===== src/rtl/button_event_if.sv =====
// Button event bus: debounced button level in, press/release/repeat pulses and held level out.
// release/repeat are reserved words, so those pulses carry an _evt suffix.
interface button_event_if;
  logic btn;
  logic press;
  logic release_evt;
  logic repeat_evt;
  logic held;

  modport master (
    output btn,
    input  press,
    input  release_evt,
    input  repeat_evt,
    input  held
  );

  modport slave (
    input  btn,
    output press,
    output release_evt,
    output repeat_evt,
    output held
  );
endinterface


===== src/rtl/button_event.sv =====
// Button event generator: press/release pulses, held level and optional auto-repeat.
// Auto-repeat (REPEATING state and its counter) exists only when BUTTON_EVENT_REPEAT_EN is defined.
module button_event #(
   parameter int HOLD_CYCLES   = 25000000,
   parameter int REPEAT_CYCLES = 5000000
) (
   input logic          clk,
   input logic          rst,
   button_event_if.slave bus
);

   if (HOLD_CYCLES < 2 || REPEAT_CYCLES < 2) begin : g_param_check
      $error("button_event: HOLD_CYCLES and REPEAT_CYCLES must be at least 2");
   end

`ifdef BUTTON_EVENT_REPEAT_EN
   typedef enum logic [1:0] {IDLE, HOLD_WAIT, REPEATING} state_t;

   localparam int MAX_LIMIT = (HOLD_CYCLES > REPEAT_CYCLES) ? HOLD_CYCLES : REPEAT_CYCLES;
   localparam int CNT_W     = $clog2(longint'(MAX_LIMIT) + 1);
   // Counter value seen in the cycle just before a pulse is due.
   localparam logic [CNT_W-1:0] HOLD_LAST   = CNT_W'(HOLD_CYCLES - 1);
   localparam logic [CNT_W-1:0] REPEAT_LAST = CNT_W'(REPEAT_CYCLES - 1);

   logic [CNT_W-1:0] cnt;
   logic             repeat_r;
`else
   typedef enum logic {IDLE, HOLD_WAIT} state_t;
`endif

   state_t state;
   logic   btn_q;
   logic   press_r;
   logic   release_r;
   logic   held_r;

   // NOTE: all state and outputs use <= so every branch sees pre-edge values.
   always_ff @(posedge clk) begin
      if (rst) begin
         state     <= IDLE;
         btn_q     <= 1'b0;
         press_r   <= 1'b0;
         release_r <= 1'b0;
         held_r    <= 1'b0;
`ifdef BUTTON_EVENT_REPEAT_EN
         cnt       <= '0;
         repeat_r  <= 1'b0;
`endif
      end else begin
         btn_q     <= bus.btn;
         press_r   <= 1'b0;
         release_r <= 1'b0;
`ifdef BUTTON_EVENT_REPEAT_EN
         repeat_r  <= 1'b0;
`endif
         case (state)
            IDLE: begin
               if (bus.btn && !btn_q) begin
                  state   <= HOLD_WAIT;
                  press_r <= 1'b1;
                  held_r  <= 1'b1;
`ifdef BUTTON_EVENT_REPEAT_EN
                  cnt     <= '0;
`endif
               end
            end
            HOLD_WAIT: begin
               // Release is tested first so it always wins over a due repeat.
               if (!bus.btn) begin
                  state     <= IDLE;
                  release_r <= 1'b1;
                  held_r    <= 1'b0;
`ifdef BUTTON_EVENT_REPEAT_EN
                  cnt       <= '0;
               end else if (cnt == HOLD_LAST) begin
                  state    <= REPEATING;
                  repeat_r <= 1'b1;
                  cnt      <= '0;
               end else begin
                  cnt <= cnt + 1'b1;
`endif
               end
            end
`ifdef BUTTON_EVENT_REPEAT_EN
            REPEATING: begin
               if (!bus.btn) begin
                  state     <= IDLE;
                  release_r <= 1'b1;
                  held_r    <= 1'b0;
                  cnt       <= '0;
               end else if (cnt == REPEAT_LAST) begin
                  repeat_r <= 1'b1;
                  cnt      <= '0;
               end else begin
                  cnt <= cnt + 1'b1;
               end
            end
`endif
            default: state <= IDLE;
         endcase
      end
   end

   assign bus.press       = press_r;
   assign bus.release_evt = release_r;
   assign bus.held        = held_r;
`ifdef BUTTON_EVENT_REPEAT_EN
   assign bus.repeat_evt  = repeat_r;
`else
   assign bus.repeat_evt  = 1'b0;
`endif

endmodule


===== src/flat_wrapper.sv =====
// flat-port wrapper written by rule: the top's interface ports become plain ports
module button_event_flat 
#(
   parameter int HOLD_CYCLES   = 25000000,
   parameter int REPEAT_CYCLES = 5000000
)
  (clk, rst, bus_btn, bus_press, bus_release_evt, bus_repeat_evt, bus_held);
  button_event_if bus_i ();
  input logic clk;
  input logic rst;
  input wire logic [$bits(bus_i.btn)-1:0] bus_btn;
  output wire logic [$bits(bus_i.press)-1:0] bus_press;
  output wire logic [$bits(bus_i.release_evt)-1:0] bus_release_evt;
  output wire logic [$bits(bus_i.repeat_evt)-1:0] bus_repeat_evt;
  output wire logic [$bits(bus_i.held)-1:0] bus_held;
  assign bus_i.btn = bus_btn;
  assign bus_press = bus_i.press;
  assign bus_release_evt = bus_i.release_evt;
  assign bus_repeat_evt = bus_i.repeat_evt;
  assign bus_held = bus_i.held;
  button_event #(.HOLD_CYCLES(HOLD_CYCLES), .REPEAT_CYCLES(REPEAT_CYCLES)) u_core (.clk(clk), .rst(rst), .bus(bus_i));
endmodule

===== config.mk =====
export PLATFORM = sky130hd
export DESIGN_NAME = button_event_flat
export DESIGN_NICKNAME = d
export VERILOG_FILES = /design/src/rtl/button_event_if.sv /design/src/rtl/button_event.sv /design/src/flat_wrapper.sv
export SDC_FILE = /design/constraint.sdc
export NUM_CORES = 1
export LEC_CHECK = 0
export BUFFER_PORTS_ARGS = -buffer_cell sky130_fd_sc_hd__buf_2
export CORE_AREA = 2 2 39 41
export DETAILED_ROUTE_END_ITERATION = 12
export DIE_AREA = 0 0 41 43
export HOLD_SLACK_MARGIN = 0.08
export SYNTH_ARGS = -nofsm -noshare
export SYNTH_HDL_FRONTEND = slang
export SYNTH_SLANG_ARGS = --single-unit

===== constraint.sdc =====
create_clock -name clk -period 0.8 [get_ports clk]
set_input_delay 0.04 -clock clk [delete_from_list [all_inputs] [get_ports clk]]
set_output_delay 0.04 -clock clk [all_outputs]
set_load 0.01 [all_outputs]

==> impl_metrics.json, run 1 <==
{
  "antenna_found_initial": 0,
  "die_h_um": 43,
  "ioPinCount": 7,
  "route.met3.wl_um": 26,
  "rows": 14,
  "seq_area_frac_synth_pct": 56.7,
  "io_buffers": 5,
  "diodes": 0,
  "synth_cells": 16,
  "reg2reg_slack_ns": 0.06,
  "post_cts_buffers": 0,
  "topRoutingLayerUsed": "met3",
  "ys_seq_elements": 5,
  "slew_viol_final": 0,
  "initial_utilization_pct": 12.7,
  "clock-skew-final_ns": 0.000229,
  "place_congestion": 0.529,
  "grt_max_degree": 5,
  "regToRegStartpoint": "u_core.state$_SDFF_PP0_",
  "routedWlPerCell_um": 6.79,
  "viasPerCell": 3.26,
  "synth_area_per_cell_um2": 11.0,
  "num-nets-final": 31,
  "min_from": "bus_btn",
  "cap_violations": 0,
  "numCtsBuffers": 3,
  "reg2reg_depth": 2,
  "endpoint_kind": "flop",
  "setup_viol": 0,
  "crit_fanout": 4,
  "crit_required_ns": 0.92,
  "clkLatencyLatePin_ns": 0.24,
  "route.met2.wl_um": 140,
  "cts_tree": "built",
  "power.density_nw_per_um2": 2260,
  "layout_common_cells": "5 x buf_2, 5 x dfxtp_1, 3 x clkbuf_4, 3 x dlygate4sd3_1",
  "drt_wl_total_um": 292,
  "drtAntennaViolNets": 0,
  "hold-path-endpoint": "u_core.state$_SDFF_PP0_",
  "ir_drop_mv": 0.609,
  "finalPower_mw": 0.616,
  "route.detailed.drc": 0,
  "synth.distinct_cells": 10,
  "grt_remaining_overflow": 0,
  "syn_area_um2": 176,
  "m1WireLength_um": 125,
  "syn_nets": 19,
  "dieWidth_um": 41,
  "design.die.area_um2": 1760,
  "fin_util_pct": 19.7,
  "period_minus_slack_ns": 0.743,
  "hold_viol": 0,
  "hold_depth": 3,
  "drive_gt1_share_pct": 40.7,
  "numClockSinks": 5,
  "grt_pass1_vias": 134,
  "critPathKind": "reg -> reg",
  "drtIter0Drc": 2,
  "grtUsageTotal_pct": 4.00,
  "fin_crit_sh_pct": 92.9,
  "vias": 140,
  "clock-root-buffer": "clkbuf_4",
  "cp_slowest_cell": "dfxtp_1",
  "critPathArrivalTime_ns": 0.86,
  "fmax_mhz": 1350,
  "core_area_um2": 1380,
  "yosysWarnings": 0,
  "tns_ns": 0,
  "cp_cell_sequence": "nor2b_2 > o32ai_2",
  "clk_path_buf_depth": 2,
  "leakage_nw": 0.125,
  "setup.worst_path.start_class": "flop",
  "hp-class": "in -> reg",
  "rsz0062_at_grt": "false",
  "cts.htree.levels": 1,
  "area_growth_pct": 54.6,
  "grt_pass1_wl_um": 441,
  "status": "complete, no violations",
  "slowest_delay_ns": 0.37,
  "timing.rr.end": "u_core.bus.held$_SDFFE_PP0P_",
  "clkTransAtPathRegs_ns": 0.04,
  "dr.pass1.iters": 4
}
-- per-layer routing --
| layer | vias to the layer above | GRT usage [%] |
|---|---|---|
| met5 | - | 0 |
| met4 | 0 | 2.00 |
| met3 | 0 | 4.71 |
| met2 | 6 | 5.63 |
| met1 | 63 | 3.17 |
| li1 | 71 | - |
-- per-stage QoR --
stage          cells  worst slack, ns  hold slack [ns]  area (um2)
3_3_place_gp      36           0.0527            0.237         214
6_report          43           0.0571            0.101         273
5_1_grt           43          0.00440            0.106         273
3_5_place_dp      36           0.0441            0.235         214
2_1_floorplan     16           0.0887            0.111         176
4_1_cts           43           0.0348           0.0871         270
-- worst max path at each step --
stage / startpoint / to / slack, ns / depth (start not counted)
after floorplan: u_core.state$_SDFF_PP0_ / u_core.bus.held$_SDFFE_PP0P_ / 0.09 / 2
after global placement: u_core.state$_SDFF_PP0_ / u_core.bus.held$_SDFFE_PP0P_ / 0.05 / 2
after detailed placement: u_core.state$_SDFF_PP0_ / u_core.bus.held$_SDFFE_PP0P_ / 0.04 / 2
after CTS: u_core.state$_SDFF_PP0_ / u_core.bus.held$_SDFFE_PP0P_ / 0.03 / 2
after global routing: u_core.state$_SDFF_PP0_ / u_core.bus.held$_SDFFE_PP0P_ / 0.004 / 2
final: u_core.state$_SDFF_PP0_ / u_core.bus.held$_SDFFE_PP0P_ / 0.06 / 2
-- state kept, by name, indices dropped and copies added (netlist names) --
signal                  flops
u_core.btn_q                1
u_core.bus.release_evt      1
u_core.bus.press            1
u_core.bus.held             1
u_core.state                1
-- worst max-delay path, delay by kind of cell (launching register included) --
kind | cells | cell delay (ns)
AND/OR/NAND/NOR | 1 | 0.18
flip-flops | 1 | 0.37
AO/OA/AOI/OAI | 1 | 0.08
-- cells in the mapped netlist --
library cell / number / area, um2
a21oi_1: 1 / 5.00
buf_4: 1 / 7.51
conb_1: 1 / 3.75
dfxtp_1: 5 / 100
inv_1: 2 / 7.51
nand2b_1: 1 / 6.26
nand2b_4: 1 / 13.8
nor2b_1: 1 / 6.26
nor3_1: 2 / 10.0
o32ai_2: 1 / 16.3
-- cell families (layout without fill, tap and decap cells) --
group,Yosys count,count (layout),share of synthesized area (%)
buffers and inverters,3,14,8.51
AND/OR/NAND/NOR,5,5,20.6
other,1,1,2.13
AO/OA/AOI/OAI,2,2,12.1
flip-flops,5,5,56.7
-- final cells by class --
type	count	area, um2
tap	16	20.0
sequential	5	100
timing repair buffer	8	55.1
fill	155	1110
multi-input combinational	8	63.8
clock buffer	4	26.3
inverter	2	7.51
-- power breakdown --
group / leakage (nW) / internal [mW] / switching (mW) / total [mW]
Combinational: 0.0689 / 0.0332 / 0.0258 / 0.0590
Clock: 0.0150 / 0.188 / 0.0956 / 0.284
Sequential: 0.0413 / 0.265 / 0.00800 / 0.273
-- what timing repair did --
item | 4_1_cts | 5_1_grt
hold buffers | 3 | 0
setup endpoints to repair | 0 | 1
resized for setup | 0 | 1
hold endpoints to repair | 2 | 0
Note: power is estimated with default switching activity, not from simulation.
==> run 2, diff against run 1 <==
- CELL_PAD_IN_SITES_DETAIL_PLACEMENT: default -> 2
- CELL_PAD_IN_SITES_GLOBAL_PLACEMENT: default -> 2
- PLACE_DENSITY_LB_ADDON: default -> 0.1
- clock period: 0.8 -> 0.9 ns (I/O delays scaled with it)
==> run 2 against run 1 <==
Maximum frequency shrank 6.9%. Sequential cell count did not move. Global-route usage increased by 2.2 points. Die area stayed put. Setup slack better by 0.045 ns. Non-clock buffer count down 2. Critical path depth unchanged. Highest routed layer unchanged. Wire length up 20%.
==> impl_metrics.json, run 2 (synthesis results as in run 1) <==
{
  "drive_gt1_share_pct": 36.0,
  "fmax_mhz": 1250,
  "crit_fanout": 4,
  "vias": 137,
  "p_sw_mw": 0.125,
  "slowest_delay_ns": 0.38,
  "power.internal_mw": 0.432,
  "numClockSinks": 5,
  "clkLatencyLatePin_ns": 0.24,
  "rows": 14,
  "dpl.cell_count": 36,
  "clkTransAtPathRegs_ns": 0.05,
  "rsz0062_at_grt": "false",
  "initial_utilization_pct": 12.7,
  "fin_crit_sh_pct": 88.7,
  "period_minus_slack_ns": 0.798,
  "clock_power_share_pct": 47.2,
  "seq_area_um2": 100,
  "critPathKind": "reg -> reg",
  "dieWidth_um": 41,
  "drt_wl_total_um": 349,
  "switching_share_pct": 22.4,
  "layout_common_cells": "5 x dfxtp_1, 3 x clkbuf_4, 3 x buf_2",
  "design.die.area_um2": 1760,
  "clock-skew-final_ns": 0.00466,
  "grt_remaining_overflow": 0,
  "crit_required_ns": 1.02,
  "cpLargestDelayFamily": "flip-flops",
  "cts_tree": "built",
  "numCtsBuffers": 3,
  "hp-class": "in -> reg",
  "slew_viol_final": 0,
  "cp_slowest_cell": "dfxtp_1",
  "drtAntennaViolNets": 0,
  "cts.htree.levels": 1,
  "grt_pass1_wl_um": 621,
  "p_seq_share_pct": 43.6,
  "setup_viol": 0,
  "diodes": 0,
  "hold_viol": 0,
  "power.density_nw_per_um2": 2090,
  "clk_path_buf_depth": 2,
  "final_common_cell": "dfxtp_1",
  "critPathArrivalTime_ns": 0.92,
  "place_congestion": 0.576,
  "ioPinCount": 7,
  "leakage_nw": 0.138,
  "status": "complete, no violations",
  "multi_input_area_um2": 61.3,
  "grt_max_degree": 5,
  "num-nets-final": 29,
  "tns_ns": 0,
  "combPwrFrac_pct": 9.2,
  "die_h_um": 43,
  "core_area_um2": 1380,
  "area_growth_pct": 51.1,
  "fill_cells": 165,
  "post_cts_buffers": 0,
  "grtUsageTotal_pct": 6.23,
  "whs_ns": 0.110,
  "ir_drop_mv": 0.636,
  "endpoint_kind": "flop",
  "drtIter0Drc": 0,
  "cp_num_buf_inv": 0,
  "post-place-ws_ns": 0.102,
  "cp_cell_sequence": "nor2b_1 > o32ai_2",
  "cap_violations": 0,
  "io_buffers": 5,
  "clock-root-buffer": "clkbuf_4",
  "setup_ws_ns": 0.102,
  "stdcell_count": 41,
  "routedWlPerCell_um": 8.51,
  "route.detailed.drc": 0,
  "viasPerCell": 3.34,
  "antenna_found_initial": 0,
  "setup.worst_path.start_class": "flop",
  "dr.pass1.iters": 1,
  "grt_pass1_vias": 139
}
[run 2: changes by cell type in the layout (fill, tap and decap cells not counted), sizes merged]
cell | previous run | this run
dlymetal6s4s | 0 | 2
dlygate4sd3 | 3 | 0
buf | 5 | 4
[run 2: per-stage QoR]
| step | cell area (um2) | power, mW | util (%) |
|---|---|---|---|
| after floorplan | 176 | 0.274 | - |
| after global placement | 214 | 0.290 | 15.5 |
| after detailed placement | 214 | 0.290 | 15.5 |
| after CTS | 260 | 0.575 | 18.8 |
| after global routing | 267 | 0.601 | 19.3 |
| final | 267 | 0.557 | 19.3 |
[run 2: power groups by stage]
| stage | clock network (mW) | registers [mW] | logic [mW] |
|---|---|---|---|
| finish | 0.263 | 0.243 | 0.0515 |
| global route | 0.299 | 0.244 | 0.0582 |
| CTS | 0.282 | 0.243 | 0.0498 |
| detailed placement | 0 | 0.247 | 0.0430 |
| global placement | 0 | 0.247 | 0.0432 |
| floorplan | 0 | 0.250 | 0.0238 |
[run 2: worst register-to-register path: stages, from the launching register on]
cell,delay (ns)
dfxtp_1,0.38
nor2b_1,0.20
o32ai_2,0.10
[run 2: timing repair]
item	4_1_cts	5_1_grt
endpoints found under the setup margin	0	1
hold buffers	2	0
endpoints found under the hold margin	2	0
resized for setup	0	4
[run 2: worst paths after layout]
check / start / to / slack, ns / depth (start not counted)
max reg2reg: u_core.state$_SDFF_PP0_ / u_core.bus.held$_SDFFE_PP0P_ / 0.10 / 2
min: rst / u_core.bus.release_evt$_SDFF_PP0_ / 0.11 / 2
min reg2reg: u_core.btn_q$_SDFF_PP0_ / u_core.bus.press$_SDFF_PP0_ / 0.48 / 1
max: u_core.state$_SDFF_PP0_ / u_core.bus.held$_SDFFE_PP0P_ / 0.10 / 2
[run 2: per-layer routing]
layer	wire (um)	GRT usage [%]
met3	49	9.42
met1	133	6.45
met4	0	2.00
met5	0	0
met2	166	6.56
[run 2: cell type report]
class | instances | share of cell area (%)
sequential | 5 | 37.6
multi-input combinational | 8 | 23.0
timing repair buffer | 6 | 19.2
clock buffer | 4 | 9.86
tap | 16 | 7.51
inverter | 2 | 2.82
==> run 3, diff against run 2 <==
- ABC_AREA: default -> 1
- CTS_CLUSTER_SIZE: default -> 16
==> run 3 against run 2 <==
Via count up 9.5%. Count of clock-buffer cells in the layout unchanged. Sequential share of layout area up 2.0 points. Clock skew down 0.0020 ns. Hold slack better by 0.38 ns. Critical endpoint is now u_core.state$_SDFF_PP0_.
==> impl_metrics.json, run 3 <==
{
  "status": "complete, no violations",
  "antenna_found_initial": 0,
  "synthAdderAreaFrac_pct": 0,
  "ioPinCount": 7,
  "cpLargestDelayFamily": "buffers and inverters",
  "area_growth_pct": 49.6,
  "setup_viol": 0,
  "cp_cell_sequence": "dlygate4sd3_1 > buf_2 > inv_1 > nor2_2 > and2_1",
  "dieWidth_um": 41,
  "leakage_nw": 0.132,
  "synth_top_family_by_area": "simple AND/OR/NAND/NOR gates",
  "post_cts_buffers": 0,
  "drtIter0Drc": 4,
  "crit_required_ns": 1.03,
  "tns_ns": 0,
  "dpl.cell_count": 41,
  "drt_wl_total_um": 354,
  "die_h_um": 43,
  "cp_num_buf_inv": 3,
  "synthSimpleGateAreaFrac_pct": 25.2,
  "layout_common_cells": "5 x nand2_1, 5 x buf_2, 5 x dfxtp_1, 4 x inv_1",
  "synthFlopType": "dfxtp_1",
  "setup.worst_path.start_class": "input port",
  "seq_area_frac_synth_pct": 59.3,
  "cts_tree": "built",
  "yosys-top-cells-area": "dfxtp_1 59%, nand2_1 11%, inv_1 8.9%",
  "crit_fanout": 3,
  "stdcell_count": 47,
  "clkTransAtPathRegs_ns": 0.04,
  "period_minus_slack_ns": 0.821,
  "io_buffers": 5,
  "grt_pass1_wl_um": 572,
  "synth_cells": 21,
  "endpoint_kind": "flop",
  "routedWlPerCell_um": 7.53,
  "diodes": 0,
  "grt_max_degree": 4,
  "yosysWarnings": 0,
  "rsz0062_at_grt": "false",
  "synth_edf_count": 0,
  "cap_violations": 0,
  "synth.top_cell.area_share_pct": 59.3,
  "clk_path_buf_depth": 2,
  "syn_nets": 24,
  "grtUsageTotal_pct": 5.92,
  "cp_slowest_cell": "dlygate4sd3_1",
  "dr.pass1.iters": 2,
  "fmax_mhz": 1220,
  "vias": 150,
  "place_congestion": 0.593,
  "clkLatencyLatePin_ns": 0.24,
  "core_area_um2": 1380,
  "synth-xor-area-share_pct": 0,
  "drtAntennaViolNets": 0,
  "initial_utilization_pct": 12.2,
  "netlist_top_cells_count": "5 x dfxtp_1, 5 x nand2_1, 4 x inv_1",
  "design.die.area_um2": 1760,
  "num-nets-final": 35,
  "numCtsBuffers": 3,
  "hp-class": "reg -> reg",
  "ys_seq_elements": 5,
  "numClockSinks": 5,
  "grt_remaining_overflow": 0,
  "fin_crit_sh_pct": 91.2,
  "rows": 14,
  "slowest_delay_ns": 0.53,
  "slew_viol_final": 0,
  "yosys.area.top_type": "dfxtp_1",
  "hold_viol": 0,
  "route.detailed.drc": 0,
  "synth_area_per_cell_um2": 8.04,
  "setup_ws_ns": 0.0795,
  "post-place-ws_ns": 0.234,
  "drive_gt1_share_pct": 29.0,
  "synthMuxAreaShare_pct": 0,
  "synth.distinct_cells": 8,
  "postCtsResizedCells": 0,
  "clock-skew-final_ns": 0.00262,
  "ir_drop_mv": 0.471,
  "syn_area_um2": 169,
  "viasPerCell": 3.19,
  "grt_pass1_vias": 154,
  "critPathKind": "in -> reg",
  "power.density_nw_per_um2": 2150,
  "synth_compound_area_share_pct": 0,
  "cts.htree.levels": 1,
  "critPathArrivalTime_ns": 0.95,
  "synthArstFlopShare_pct": 0,
  "whs_ns": 0.494,
  "fin_util_pct": 18.3,
  "clock-root-buffer": "clkbuf_4"
}
[run 3: changes by cell type after synthesis, sizes merged]
cell and delta:
nand2 +5, nor2 +4, inv +2, nand2b -2, nor3 -2, a21oi -1
and2 +1, nor2b -1, o32ai -1
[run 3: path summary, 6_finish.rpt]
kind | cells past startpoint | slack, ns | from | to
hold / removal | 2 | 0.49 | u_core.state$_SDFF_PP0_ | u_core.bus.release_evt$_SDFF_PP0_
setup reg to reg | 3 | 0.24 | u_core.state$_SDFF_PP0_ | u_core.state$_SDFF_PP0_
hold reg to reg | 2 | 0.49 | u_core.state$_SDFF_PP0_ | u_core.bus.release_evt$_SDFF_PP0_
setup / recovery | 5 | 0.08 | bus_btn | u_core.state$_SDFF_PP0_
[run 3: final cells by class]
type | count | area [um2]
clock buffer | 4 | 26.3
inverter | 4 | 15.0
multi-input combinational | 11 | 46.3
fill | 170 | 1130
tap | 16 | 20.0
sequential | 5 | 100
timing repair buffer | 7 | 45.0
[run 3: repair_timing]
action	in CTS	in global routing
endpoints found under the hold margin	2	0
hold buffers	2	0
endpoints found under the setup margin	0	0
[run 3: cells by family after synthesis]
group,Yosys count
flip-flops,5
other,1
AND/OR/NAND/NOR,10
buffers and inverters,5
[run 3: metal layers]
metal,track usage [%],part of all wire [%]
met1,6.41,42
met2,5.63,46
met3,3.14,9.6
met4,10.0,1.7
met5,0,0
[run 3: power by group]
group          internal (mW)  total, mW  switching (mW)
registers              0.235      0.241         0.00596
logic                 0.0216     0.0451          0.0235
clock network          0.167      0.257          0.0896
total                  0.424      0.543           0.119
[run 3: per-stage QoR]
stage          power, mW  area [um2]
2_1_floorplan      0.270         169
3_3_place_gp       0.284         206
3_5_place_dp       0.285         206
4_1_cts            0.564         253
5_1_grt            0.587         253
6_report           0.543         253
[run 3: tightest hold or removal path: stages (launching register included)]
cell	delay (ns)
dfxtp_1	0.32
nand2_1	0.09
nor2_1	0.04
